`src/rtl/uart_pkg.sv`:
```
// Shared UART definitions: 8N1 framing constants, default baud divisor and TX FSM states.
package uart_pkg;

  localparam int unsigned UART_CLKS_PER_BIT_DEFAULT = 434;
  localparam int unsigned UART_DATA_BITS            = 8;
  localparam int unsigned UART_FRAME_BITS           = 10;

  typedef enum logic [1:0] {
    IDLE  = 2'd0,
    START = 2'd1,
    DATA  = 2'd2,
    STOP  = 2'd3
  } uart_tx_state_t;

endpackage

```
`src/rtl/uart_tx_fifo.sv`:
```
// Small synchronous FIFO buffering bytes ahead of the UART serialiser.
module uart_tx_fifo #(
  parameter int unsigned DEPTH = 4,
  parameter int unsigned WIDTH = 8
) (
  input  logic                   clk,
  input  logic                   rst,
  input  logic                   push,
  input  logic [WIDTH-1:0]       wr_data,
  input  logic                   pop,
  output logic [WIDTH-1:0]       rd_data,
  output logic                   full,
  output logic                   empty,
  output logic [$clog2(DEPTH):0] count
);

  localparam int unsigned PTR_W = $clog2(DEPTH);
  localparam int unsigned CNT_W = PTR_W + 1;

  logic [WIDTH-1:0] mem [DEPTH];
  logic [PTR_W-1:0] wr_ptr;
  logic [PTR_W-1:0] rd_ptr;
  logic [CNT_W-1:0] count_next;
  logic             push_ok;
  logic             pop_ok;

  // Full blocks pushes even if a pop happens this cycle; empty blocks pops.
  assign push_ok = push && !full;
  assign pop_ok  = pop && !empty;
  assign rd_data = mem[rd_ptr];

  always_comb begin
    count_next = count + CNT_W'(push_ok) - CNT_W'(pop_ok);
  end

  always_ff @(posedge clk or posedge rst) begin
    if (rst) begin
      wr_ptr <= '0;
      rd_ptr <= '0;
      count  <= '0;
      full   <= 1'b0;
      empty  <= 1'b1;
    end else begin
      if (push_ok) wr_ptr <= wr_ptr + PTR_W'(1);
      if (pop_ok)  rd_ptr <= rd_ptr + PTR_W'(1);
      count <= count_next;
      full  <= (count_next == CNT_W'(DEPTH));
      empty <= (count_next == '0);
    end
  end

  // Storage needs no reset; occupancy is tracked by the pointers and count.
  always_ff @(posedge clk) begin
    if (push_ok) mem[wr_ptr] <= wr_data;
  end

endmodule

```
`src/rtl/uart_tx_buffered.sv`:
```
// Buffered 8N1 UART transmitter: byte FIFO in front of a start/data/stop serialiser.
module uart_tx_buffered
  import uart_pkg::*;
#(
  parameter int unsigned CLKS_PER_BIT = UART_CLKS_PER_BIT_DEFAULT,
  parameter int unsigned FIFO_DEPTH   = 4
) (
  input  logic                        clk,
  input  logic                        rst,
  input  logic [7:0]                  tx_data,
  input  logic                        tx_data_valid,
  output logic                        tx_data_ready,
  output logic                        ser_out,
  output logic                        tx_busy,
  output logic [$clog2(FIFO_DEPTH):0] fifo_count
);

  localparam int unsigned BAUD_W = $clog2(CLKS_PER_BIT);
  localparam int unsigned CNT_W  = $clog2(FIFO_DEPTH) + 1;
  localparam int unsigned BIT_W  = 3;

  uart_tx_state_t            state, state_next;
  logic [BAUD_W-1:0]         baud_cnt, baud_next;
  logic [BIT_W-1:0]          bit_idx, bit_next;
  logic [UART_DATA_BITS-1:0] shift_q, shift_next;
  logic                      ser_next;
  logic                      busy_next;
  logic                      baud_last;
  logic                      push_c;
  logic                      pop_c;
  logic                      fifo_full;
  logic                      fifo_empty;
  logic [UART_DATA_BITS-1:0] fifo_rd_data;
  logic [CNT_W-1:0]          fifo_count_next;

  assign tx_data_ready = !fifo_full;
  assign push_c        = tx_data_valid && tx_data_ready;
  assign baud_last     = (baud_cnt == BAUD_W'(CLKS_PER_BIT - 1));

  uart_tx_fifo #(
    .DEPTH (FIFO_DEPTH),
    .WIDTH (UART_DATA_BITS)
  ) u_fifo (
    .clk     (clk),
    .rst     (rst),
    .push    (push_c),
    .wr_data (tx_data),
    .pop     (pop_c),
    .rd_data (fifo_rd_data),
    .full    (fifo_full),
    .empty   (fifo_empty),
    .count   (fifo_count)
  );

  // Next-state, line level and pop decision; STOP chains straight into START when data waits.
  always_comb begin
    state_next = state;
    baud_next  = baud_cnt;
    bit_next   = bit_idx;
    shift_next = shift_q;
    ser_next   = ser_out;
    pop_c      = 1'b0;
    case (state)
      IDLE: begin
        baud_next = '0;
        bit_next  = '0;
        ser_next  = 1'b1;
        if (!fifo_empty) begin
          pop_c      = 1'b1;
          shift_next = fifo_rd_data;
          state_next = START;
          ser_next   = 1'b0;
        end
      end
      START: begin
        if (baud_last) begin
          baud_next  = '0;
          bit_next   = '0;
          state_next = DATA;
          ser_next   = shift_q[0];
        end else begin
          baud_next = baud_cnt + BAUD_W'(1);
        end
      end
      DATA: begin
        if (baud_last) begin
          baud_next  = '0;
          shift_next = shift_q >> 1;
          bit_next   = bit_idx + BIT_W'(1);
          ser_next   = shift_q[1];
          if (bit_idx == BIT_W'(UART_DATA_BITS - 1)) begin
            state_next = STOP;
            ser_next   = 1'b1;
          end
        end else begin
          baud_next = baud_cnt + BAUD_W'(1);
        end
      end
      STOP: begin
        if (baud_last) begin
          baud_next = '0;
          if (!fifo_empty) begin
            pop_c      = 1'b1;
            shift_next = fifo_rd_data;
            state_next = START;
            ser_next   = 1'b0;
          end else begin
            state_next = IDLE;
            ser_next   = 1'b1;
          end
        end else begin
          baud_next = baud_cnt + BAUD_W'(1);
        end
      end
      default: begin
        state_next = IDLE;
        baud_next  = '0;
        bit_next   = '0;
        ser_next   = 1'b1;
      end
    endcase
  end

  // Busy looks ahead so it rises with the accepting edge and falls with the last stop clock.
  always_comb begin
    fifo_count_next = fifo_count + CNT_W'(push_c) - CNT_W'(pop_c);
    busy_next       = (state_next != IDLE) || (fifo_count_next != '0);
  end

  always_ff @(posedge clk or posedge rst) begin
    if (rst) begin
      state    <= IDLE;
      baud_cnt <= '0;
      bit_idx  <= '0;
      shift_q  <= '0;
      ser_out  <= 1'b1;
      tx_busy  <= 1'b0;
    end else begin
      state    <= state_next;
      baud_cnt <= baud_next;
      bit_idx  <= bit_next;
      shift_q  <= shift_next;
      ser_out  <= ser_next;
      tx_busy  <= busy_next;
    end
  end

endmodule
```
`config.mk`:
```
export PLATFORM = sky130hd
export DESIGN_NAME = uart_tx_buffered
export DESIGN_NICKNAME = d
export VERILOG_FILES = /design/src/rtl/uart_pkg.sv /design/src/rtl/uart_tx_fifo.sv /design/src/rtl/uart_tx_buffered.sv
export SDC_FILE = /design/constraint.sdc
export NUM_CORES = 1
export LEC_CHECK = 0
export ABC_AREA = 1
export CORE_MARGIN = 2
export CORE_UTILIZATION = 30
export CTS_CLUSTER_DIAMETER = 30
export DETAILED_ROUTE_END_ITERATION = 6
export GPL_TIMING_DRIVEN = 0
export PLACE_DENSITY = 0.43
export SYNTH_ARGS = -nofsm -noshare
export SYNTH_HDL_FRONTEND = slang
export SYNTH_HIERARCHICAL = 1
export SYNTH_SLANG_ARGS = --single-unit
```
`constraint.sdc`:
```
create_clock -name clk -period 3.5 [get_ports clk]
set_clock_uncertainty 0.05 [all_clocks]
set_input_delay 0.35 -clock clk [delete_from_list [all_inputs] [get_ports clk]]
set_output_delay 0.35 -clock clk [all_outputs]
set_load 0.005 [all_outputs]
```
* After elaboration in Yosys (flattened, before gate mapping) *
Memories as Yosys holds them, arrays and structs flattened.
Cells that the tools add are included.

word-level totals
  register bits after elaboration = 33
  bits in latches = 0
  bits in writable memories = 32
  ROM bits = 0
  bits of input ports = 11
  output and inout bits = 6
  logic and storage cells = 72
  memories kept = 1

cells by class
  add/subtract/negate cells = 8
  $mul = 0
  divide/modulo/power cells = 0
  magnitude comparators = 0
  eq/ne operators = 9
  shifts and indexed selects = 0
  muxes and demuxes = 27
  bitwise operators = 0
  reductions and logical operators = 16

memory list
  name        words  width  read ports  clocked after memory_dff  write ports  RTL line            text
  u_fifo.mem  4      8      1           0                         1            uart_tx_fifo.sv:20  logic [WIDTH-1:0] mem [DEPTH];

operator list
  kind                 number
  $mux 8               3
  $pmux 8 s3           1
  $pmux 9 s2           1
  $mux 1               10
  $mux 2               5
  $add 9x1->9 const B  1
  $eq 9x9->1 const B   1
  $mux 9               1
  $pmux 3 s3           1
  $reduce_and 3->1     3
  $reduce_bool 3->1    3
  $pmux 2 s4           1
  $add 3x1->3          2
  $eq 3x3->1 const B   2
  $mux 3               2
  $ne 2x2->1 const B   3
  $sub 3x1->3          2
  $add 2x1->2 const B  2
  $eq 2x2->1 const B   2
  $pmux 1 s4           1
  $add 3x1->3 const B  1
  $logic_and 1x1->1    3
  $logic_not 3->1      1
  $reduce_or 3->1      1
  6 further kinds      7

* Longest topological paths before layout *
Gate-level depths: netlist of run 1.

  depth after elaboration = 6
  depth in mapped cells = 18

* Modules after synthesis *
The synthesis of run 1 kept the hierarchy.

modules (own cells, without submodules)
  module            times used  cells each  area each (µm²)  seq. area each (µm²)
  uart_tx_fifo      1           149         1,819.2          1,187.4
  uart_tx_buffered  1           181         1,483.9          601.8

* Least setup slack after synthesis of run 1 *
No wires, ideal clock.

  path type = reg-to-reg
  start point = reg baud_cnt[1]
  end point = reg u_fifo.empty
  arrival time = 2.593 ns
  required time = 3.383 ns
  path slack = 0.790 ns
  stages on the path, launching flop included = 18
  buffers on the path = 0
  period minus slack after synthesis = 2.710 ns
  cells stage by stage = dfrtp_1 > inv_1 > ha_1 > nand2_2 > nor2_4 > nand2_4 > nor2_1 > o21a_1 > inv_1 > nor2_2 > ha_1 > inv_1 > ha_1 > inv_1 > fa_1 > inv_1 > or2_2 > nor2_1

between the ends
  longest elaborated chain between the ends = 6

RTL lines
  item                      RTL line                 text
  from (decl)               uart_tx_buffered.sv:23   logic [BAUD_W-1:0] baud_cnt, baud_next;
  from (signal assigned)    uart_tx_buffered.sv:140  baud_cnt <= baud_next;
  $eq 9x9->1                uart_tx_buffered.sv:38   assign baud_last = (baud_cnt == BAUD_W'(CLKS_PER_BIT - 1));
  $mux 1                    uart_tx_buffered.sv:100  if (baud_last) begin
  $pmux 1 s2                uart_tx_buffered.sv:63   case (state)
  net pop_c                 uart_tx_buffered.sv:30   logic pop_c;
  $logic_and 1x1->1         uart_tx_fifo.sv:29       assign pop_ok = pop && !empty;
  net u_fifo.pop_ok         uart_tx_fifo.sv:25       logic pop_ok;
  $sub 3x1->3               uart_tx_fifo.sv:33       count_next = count + CNT_W'(push_ok) - CNT_W'(pop_ok);
  net u_fifo.count_next[1]  uart_tx_fifo.sv:23       logic [CNT_W-1:0] count_next;
  $logic_not 3->1           uart_tx_fifo.sv:48       empty <= (count_next == '0);
  to (signal assigned)      uart_tx_fifo.sv:48
  to (decl)                 uart_tx_fifo.sv:13       output logic empty,

The timed path passes the listed nets, and every way through them passes these cells.
A chain may end at the register's enable or synchronous reset.

* Final worst setup path of run 1 *
  start point = reg baud_cnt[1]
  end point = reg u_fifo.full

between the ends
  longest elaborated chain between the ends = 6

RTL lines
  item                      RTL line                 text
  $eq 9x9->1                uart_tx_buffered.sv:38
  $mux 1                    uart_tx_buffered.sv:100
  $pmux 1 s2                uart_tx_buffered.sv:63
  net pop_c                 uart_tx_buffered.sv:30
  $logic_and 1x1->1         uart_tx_fifo.sv:29
  net u_fifo.pop_ok         uart_tx_fifo.sv:25
  $sub 3x1->3               uart_tx_fifo.sv:33
  net u_fifo.count_next[1]  uart_tx_fifo.sv:23
  $eq 3x3->1                uart_tx_fifo.sv:47       full <= (count_next == CNT_W'(DEPTH));
  to (signal assigned)      uart_tx_fifo.sv:47
  to (decl)                 uart_tx_fifo.sv:12       output logic full,

The timed path passes the listed nets, and every way through them passes these cells.

==> results_dict.tcl, run 1 <==
set metrics [dict create \
    internal_power_mw 1.87 \
    clock_power_share_pct 22.8 \
    die_h_um 109 \
    synthTopCellsByCount "68 x nand2_1, 55 x inv_1, 32 x edfxtp_1" \
    fin_crit_ps 3010 \
    hold_viol_final 0 \
    vdd_drop_max_v 0.000287 \
    antenna_found_initial 0 \
    yosys.area.top_type "edfxtp_1" \
    arrival_ps 3240 \
    fin_crit_sh_pct 86.0 \
    worstSetupEndpointType "flip-flop" \
    grt_pass1_wl_um 10700 \
    seqPwrFrac_pct 37.7 \
    vias 2104 \
    grt-ovfl-total 0 \
    p_switching_mw 1.12 \
    rows 38 \
    stdcell_count 502 \
    switching_share_pct 37.4 \
    ys_async_sr_fraction_pct 50.8 \
    drive_above_1_share_pct 14.6 \
    drt_iter0_drc 50 \
    synth-edff-count 32 \
    cap_viol_max_count 0 \
    routed_wl_um 6130 \
    grt_pass1_vias 2193 \
    final-max-slew-violation-count 0 \
    cts_hold_buf 0 \
    ys_ff_latch 65 \
    critPathKind "flip-flop to flip-flop" \
    ios 17 \
    cts_sinks 65 \
    die_w_um 109 \
    place_inst 486 \
    yosys_most_used_dff "edfxtp_1" \
    synth_top_area_share_pct 29.1 \
    clockBufferDepth 2 \
    crit_fanout 7 \
    clock_tree.root_cell "clkbuf_8" \
    cts.clk_slew.worst_paths_ps 90 \
    syn_to_final_growth_pct 16.5 \
    cts_tree "built" \
    setup_viol 0 \
    power_frac_comb_pct 39.5 \
    grt_max_degree 25 \
    drc 0 \
    detail-route-antenna-nets 0 \
    routed_via_density 4.19 \
    critPathRequiredTime_ps 3730 \
    post-route-util_pct 35.6 \
    max_freq_mhz 332 \
    ys_seq_area_share_pct 54.2 \
    drt-pass1-iter-count 4 \
    fill_cells 1081 \
    multi_input_area_um2 1170 \
    regArea_um2 1790 \
    grt_setup_unrepaired "false" \
    start_util_pct 30.6 \
    hold_path.class "input port to async pin" \
    wire_per_inst_um 12.2 \
    syn_avg_cell_area_um2 10.0 \
    syn-num-nets 360 \
    finalWeightedCongestion 0.721 \
    htree_levels 3 \
    slew-limit-headroom_pct 37.0 \
    cts_setup_buffers 0 \
    cts_resized 0 \
    status "finished, final reports clean" \
    start_kind "flip-flop" \
    synth_cell_type_count 34 \
    port_buffers 16 \
    synthTopCellsByArea "edfxtp_1 29%, dfrtp_1 23%, nand2_1 7.7%, ha_1 6.4%, inv_1 6.3%" \
    nets 387 \
    worst_slew_pin_slew_ps 944 \
    synth_area_um2 3300 \
    die-area_um2 11900 \
    synth_warnings 6 \
    tns_ps 0 \
    diodes 0 \
    grtUsageTotal_pct 12.1 \
    cellLeakagePower_nw 1.73 \
    cts_inserted_buffers 9 \
    dp_hpwl_um 4320 \
    coreArea_um2 10800 \
    synthCells 330 \
    clkLatencyLatePin_ps 350 \
    powerDensity_nw_per_um2 778 \
    synth_most_common_cell "nand2_1" \
]
==> worst max-delay path: stages, from the launching register on <==
cell     delay (ps)
dfrtp_1         420
inv_1            70
ha_1            160
nand2_2          70
nor2_4          140
nand2_4         100
nor2_1          140
o21a_1          170
inv_1            60
nor2_2          150
ha_1            260
inv_1            60
ha_1            130
inv_1            50
fa_1            470
inv_1            50
or2_2           280
nor2_1          120
==> cell type report <==
class | instances | share of cell area (%)
well taps | 140 | 4.55
plain buffers | 9 | 3.22
flip-flops and latches | 65 | 46.5
clock inverters | 7 | 2.21
clock buffers | 9 | 3.22
repair buffers | 16 | 4.16
inverters | 57 | 5.69
multi-input cells | 199 | 30.4
==> layout by cell type, fill, tap and decap left out, drive strengths merged <==
cell,n
xor2,2
a21oi,15
nand3,16
xnor2,3
inv,60
nand4,2
ha,17
edfxtp,32
bufinv,1
o31ai,1
a31oi,7
o211ai,8
nand2,73
nor3,1
fa,2
o21ai,13
clkbuf,11
nor2,35
buf,7
clkdlybuf4s50,16
o21a,1
clkinv,3
or2,3
dfstp,2
dfrtp,31
==> cell families (layout without fill, tap and decap cells) <==
logic type | count (synthesis) | count (layout) | synth area share [%]
buf+inv | 66 | 98 | 10.4
compound gates | 45 | 45 | 9.17
fa+ha+maj | 19 | 19 | 7.65
simple gates | 130 | 130 | 17.3
xor+xnor | 5 | 5 | 1.33
flops | 65 | 65 | 54.2
==> state kept, by name, summed over array words and instances (netlist names), 2 cells and up <==
register / count
baud_cnt: 9
bit_idx: 3
shift_q: 8
state: 2
u_fifo/count: 3
u_fifo/mem: 32
u_fifo/rd_ptr: 2
u_fifo/wr_ptr: 2
==> final timing paths <==
kind | from | end | slack (ps) | cells past startpoint
setup / recovery | baud_cnt[1]$_DFF_PP0_ | u_fifo/full$_DFF_PP0_ | 490 | 17
hold / removal | rst | u_fifo/count[2]$_DFF_PP0_ | 250 | 2
setup reg to reg | baud_cnt[1]$_DFF_PP0_ | u_fifo/full$_DFF_PP0_ | 490 | 17
hold reg to reg | shift_q[7]$_DFFE_PP0P_ | shift_q[7]$_DFFE_PP0P_ | 450 | 2
max in group asynchronous | rst | shift_q[6]$_DFFE_PP0P_ | 2320 | 2
min in group clk | shift_q[7]$_DFFE_PP0P_ | shift_q[7]$_DFFE_PP0P_ | 450 | 2
==> power groups by stage <==
stage                     combinational (mW)  sequential, mW  clock, mW
after detailed placement                1.21            1.15          0
final                                   1.18            1.13      0.682
after global placement                  1.20            1.15          0
after floorplan                        0.891            1.12          0
after CTS                               1.21            1.14      0.707
after global routing                    1.37            1.16      0.737
==> layer usage <==
metal,share of wire (%),up-vias,track usage (%)
li1,-,1120,-
met1,49,958,15.9
met2,47,18,18.8
met3,1.7,8,2.51
met4,1.9,0,6.04
met5,0,-,0
==> stage by stage <==
stage / hold slack (ps) / worst slack (ps) / power (mW) / area (um2)
floorplan: 127 / 790 / 2.02 / 3300
global placement: 424 / 509 / 2.34 / 3640
detailed placement: 436 / 482 / 2.36 / 3640
CTS: 256 / 449 / 3.05 / 3850
global route: 297 / 235 / 3.27 / 3850
finish: 249 / 492 / 3.00 / 3850
(Power assumes the default switching activity.)
==> run 2, diff against run 1 <==
Settings changed: TNS_END_PERCENT from default to 50.
==> results of run 2 <==
Same layout as run 1: the final DEF is identical, and so are final timing and power.
==> run 3, diff against run 2 <==
Settings changed: ABC_AREA 1 to default, CELL_PAD_IN_SITES_DETAIL_PLACEMENT from default to 0, CELL_PAD_IN_SITES_GLOBAL_PLACEMENT from default to 2, PLACE_DENSITY 0.43 to 0.56.
==> run 3 against run 2 <==
  * Combinational power shrank 14%
  * Synthesized cell count shrank 35%
  * Sequential power is essentially flat
  * Die area shrank 7.3%
  * Sequential share of layout area grew 2.9 points
  * Worst hold slack lost 0.90 ps
  * Via count shrank 20%
  * Global-route usage shrank 1.1 points
  * Wire length shrank 14%
  * Clock power shrank 3%
  * Largest cell class unchanged
==> results_dict.tcl, run 3 <==
set metrics [dict create \
    switching_share_pct 31.9 \
    synth_warnings 6 \
    synth-edff-count 32 \
    critPathRequiredTime_ps 3660 \
    layout_common_cells "32 x edfxtp_1, 31 x dfrtp_1, 19 x inv_1, 18 x nor2_1" \
    syn_to_final_growth_pct 18.6 \
    highest_layer "met4" \
    crit_fanout 3 \
    grt_max_degree 25 \
    ys_seq_area_share_pct 58.6 \
    fin_crit_ps 3390 \
    start_kind "flip-flop" \
    syn-num-nets 244 \
    routed_via_density 4.42 \
    synth_area_um2 3050 \
    final-max-slew-violation-count 0 \
    wire_per_inst_um 13.8 \
    drc 0 \
    arrival_ps 3550 \
    largest_reg_flops 32 \
    r2r_slack_ps 110 \
    start_util_pct 31.1 \
    synth_most_common_cell "edfxtp_1" \
    routed_wl_um 5280 \
    max_freq_mhz 295 \
    synth_top_area_share_pct 31.5 \
    drive_above_1_share_pct 22.5 \
    hold_viol_final 0 \
    tns_ps 0 \
    vdd_drop_max_v 0.000244 \
    diodes 0 \
    p_switching_uw 892 \
    wl_met2_um 2600 \
    wl_met3_um 90 \
    status "finished, final reports clean" \
    clock_power_share_pct 23.7 \
    ios 17 \
    drt_iter0_drc 36 \
    port_buffers 16 \
    synthCells 214 \
    clock_tree.root_cell "clkbuf_8" \
    fill_cells 1008 \
    regMostFlops "u_fifo/mem" \
    cts_tree "built" \
    setup_viol 0 \
    endpoint "tx_busy$_DFF_PP0_" \
    grtUsageTotal_pct 11.0 \
    met1_length_um 2490 \
    htree_levels 3 \
    powerDensity_nw_per_um2 773 \
    yosys.area.top_type "edfxtp_1" \
    ys_async_sr_fraction_pct 50.8 \
    dp_hpwl_um 3590 \
    critPathLaunch "baud_cnt[6]$_DFF_PP0_" \
    power_frac_comb_pct 35.9 \
    die_h_um 105 \
    clockBufferDepth 2 \
    finalWeightedCongestion 0.664 \
    coreArea_um2 9820 \
    grt-ovfl-total 0 \
    synthTopCellsByArea "edfxtp_1 31%, dfrtp_1 25%, ha_1 7.0%, mux2_2 6.3%, mux4_2 5.9%" \
    top_regs "u_fifo/mem (32), baud_cnt (9), shift_q (8)" \
    fin_crit_sh_pct 96.9 \
    cts.clk_slew.worst_paths_ps 80 \
    internal_power_mw 1.91 \
    grt_setup_unrepaired "true" \
    reg2reg_to "tx_busy$_DFF_PP0_" \
    syn_avg_cell_area_um2 14.3 \
    pre_cts_ws_ps -271 \
    clkLatencyLatePin_ps 340 \
    die_w_um 105 \
    critPathKind "flip-flop to flip-flop" \
    ys_ff_latch 65 \
    yosys_most_used_dff "edfxtp_1" \
    slew-limit-headroom_pct 35.7 \
    detail-route-antenna-nets 0 \
    grt_pass1_vias 1831 \
    worstSetupEndpointType "flip-flop" \
    setup_slack_ps 108 \
    worstRegToRegCells 12 \
    synthTopCellsByCount "32 x edfxtp_1, 31 x dfrtp_1, 19 x inv_1" \
    cts_sinks 65 \
    power_mw 2.80 \
    grt_pass1_wl_um 9170 \
    r2r-start "baud_cnt[6]$_DFF_PP0_" \
    cts_inserted_buffers 9 \
    die-area_um2 11000 \
    worst_slew_pin_slew_ps 963 \
    synth_cell_type_count 42 \
    nets 274 \
    drt-pass1-iter-count 4 \
    cellLeakagePower_nw 1.41 \
    antenna_found_initial 0 \
    hold_path.class "input port to async pin" \
    seqPwrFrac_pct 40.4 \
    cap_viol_max_count 0 \
    rows 36 \
    vias 1688 \
    final_common_cell "edfxtp_1" \
]
[run 3: cell count changes after synthesis, sizes merged, moves of 13 or more]
cell	change
mux2	+17
nor2	-16
inv	-37
nand3	-13
a21oi	-13
nand2	-68
[run 3: repair_timing]
action	CTS	global route
setup buffers	1	2
hold buffers	0	0
setup endpoints to repair	3	2
hold endpoints to repair	0	0
resized for setup	2	1
pin swaps	1	2
[run 3: worst min path at each step]
stage	start	to	slack [ps]	cells past startpoint
finish	rst	u_fifo/count[1]$_DFF_PP0_	250	2
global route	rst	u_fifo/count[2]$_DFF_PP0_	290	2
CTS	rst	u_fifo/count[1]$_DFF_PP0_	250	2
detailed placement	shift_q[7]$_DFFE_PP0P_	shift_q[7]$_DFFE_PP0P_	440	1
global placement	shift_q[6]$_DFFE_PP0P_	shift_q[6]$_DFFE_PP0P_	430	1
floorplan	rst	u_fifo/count[0]$_DFF_PP0_	130	1
[run 3: layout make-up]
type | instances | area (um2) | area share (%)
well taps | 133 | 166 | 4.59
repair buffers | 19 | 183 | 5.04
inverters | 19 | 71.3 | 1.97
plain buffers | 5 | 35.0 | 0.967
flip-flops and latches | 65 | 1790 | 49.4
clock inverters | 7 | 82.6 | 2.28
multi-input cells | 125 | 1170 | 32.3
clock buffers | 9 | 124 | 3.42
[run 3: layer usage]
metal / vias to the layer above / GRT usage [%]
met5: - / 0
met4: 0 / 5.43
met3: 7 / 2.62
met2: 16 / 17.9
met1: 843 / 13.8
li1: 822 / -
[run 3: power groups by stage]
| stage | sequential (mW) | combinational (mW) | clock [mW] |
|---|---|---|---|
| floorplan | 1.12 | 0.766 | 0 |
| global placement | 1.15 | 1.01 | 0 |
| detailed placement | 1.15 | 1.01 | 0 |
| CTS | 1.14 | 1.02 | 0.695 |
| global route | 1.16 | 1.14 | 0.727 |
| finish | 1.13 | 1.01 | 0.663 |
[run 3: critical path, cell delays in order (launching register included)]
cell     delay (ps)
dfrtp_1         420
or4b_4          580
nor2_4          120
a21oi_1          90
nor3_2          200
ha_1            140
inv_1            40
ha_1            180
fa_1            370
xnor2_1         150
xnor2_1         120
or3_1           310
or4b_1          510
[run 3: kinds of logic (layout without fill, tap and decap cells)]
family | count (synthesis) | count (layout) | share of synthesized area [%]
AO/OA/AOI/OAI | 16 | 16 | 3.65
XOR/XNOR | 14 | 14 | 4.51
adder cells (fa/ha/maj) | 19 | 19 | 8.28
buffers and inverters | 24 | 59 | 3.48
flip-flops | 65 | 65 | 58.6
multiplexers | 28 | 28 | 13.2
AND/OR/NAND/NOR | 48 | 48 | 8.36
[run 3: metrics by stage]
step	std cells	util [%]	hold slack (ps)	area (um2)
finish	382	36.9	249	3620
global route	382	36.9	294	3620
CTS	380	36.7	253	3600
detailed placement	363	34.4	439	3380
global placement	363	34.4	433	3380
floorplan	214	-	127	3050
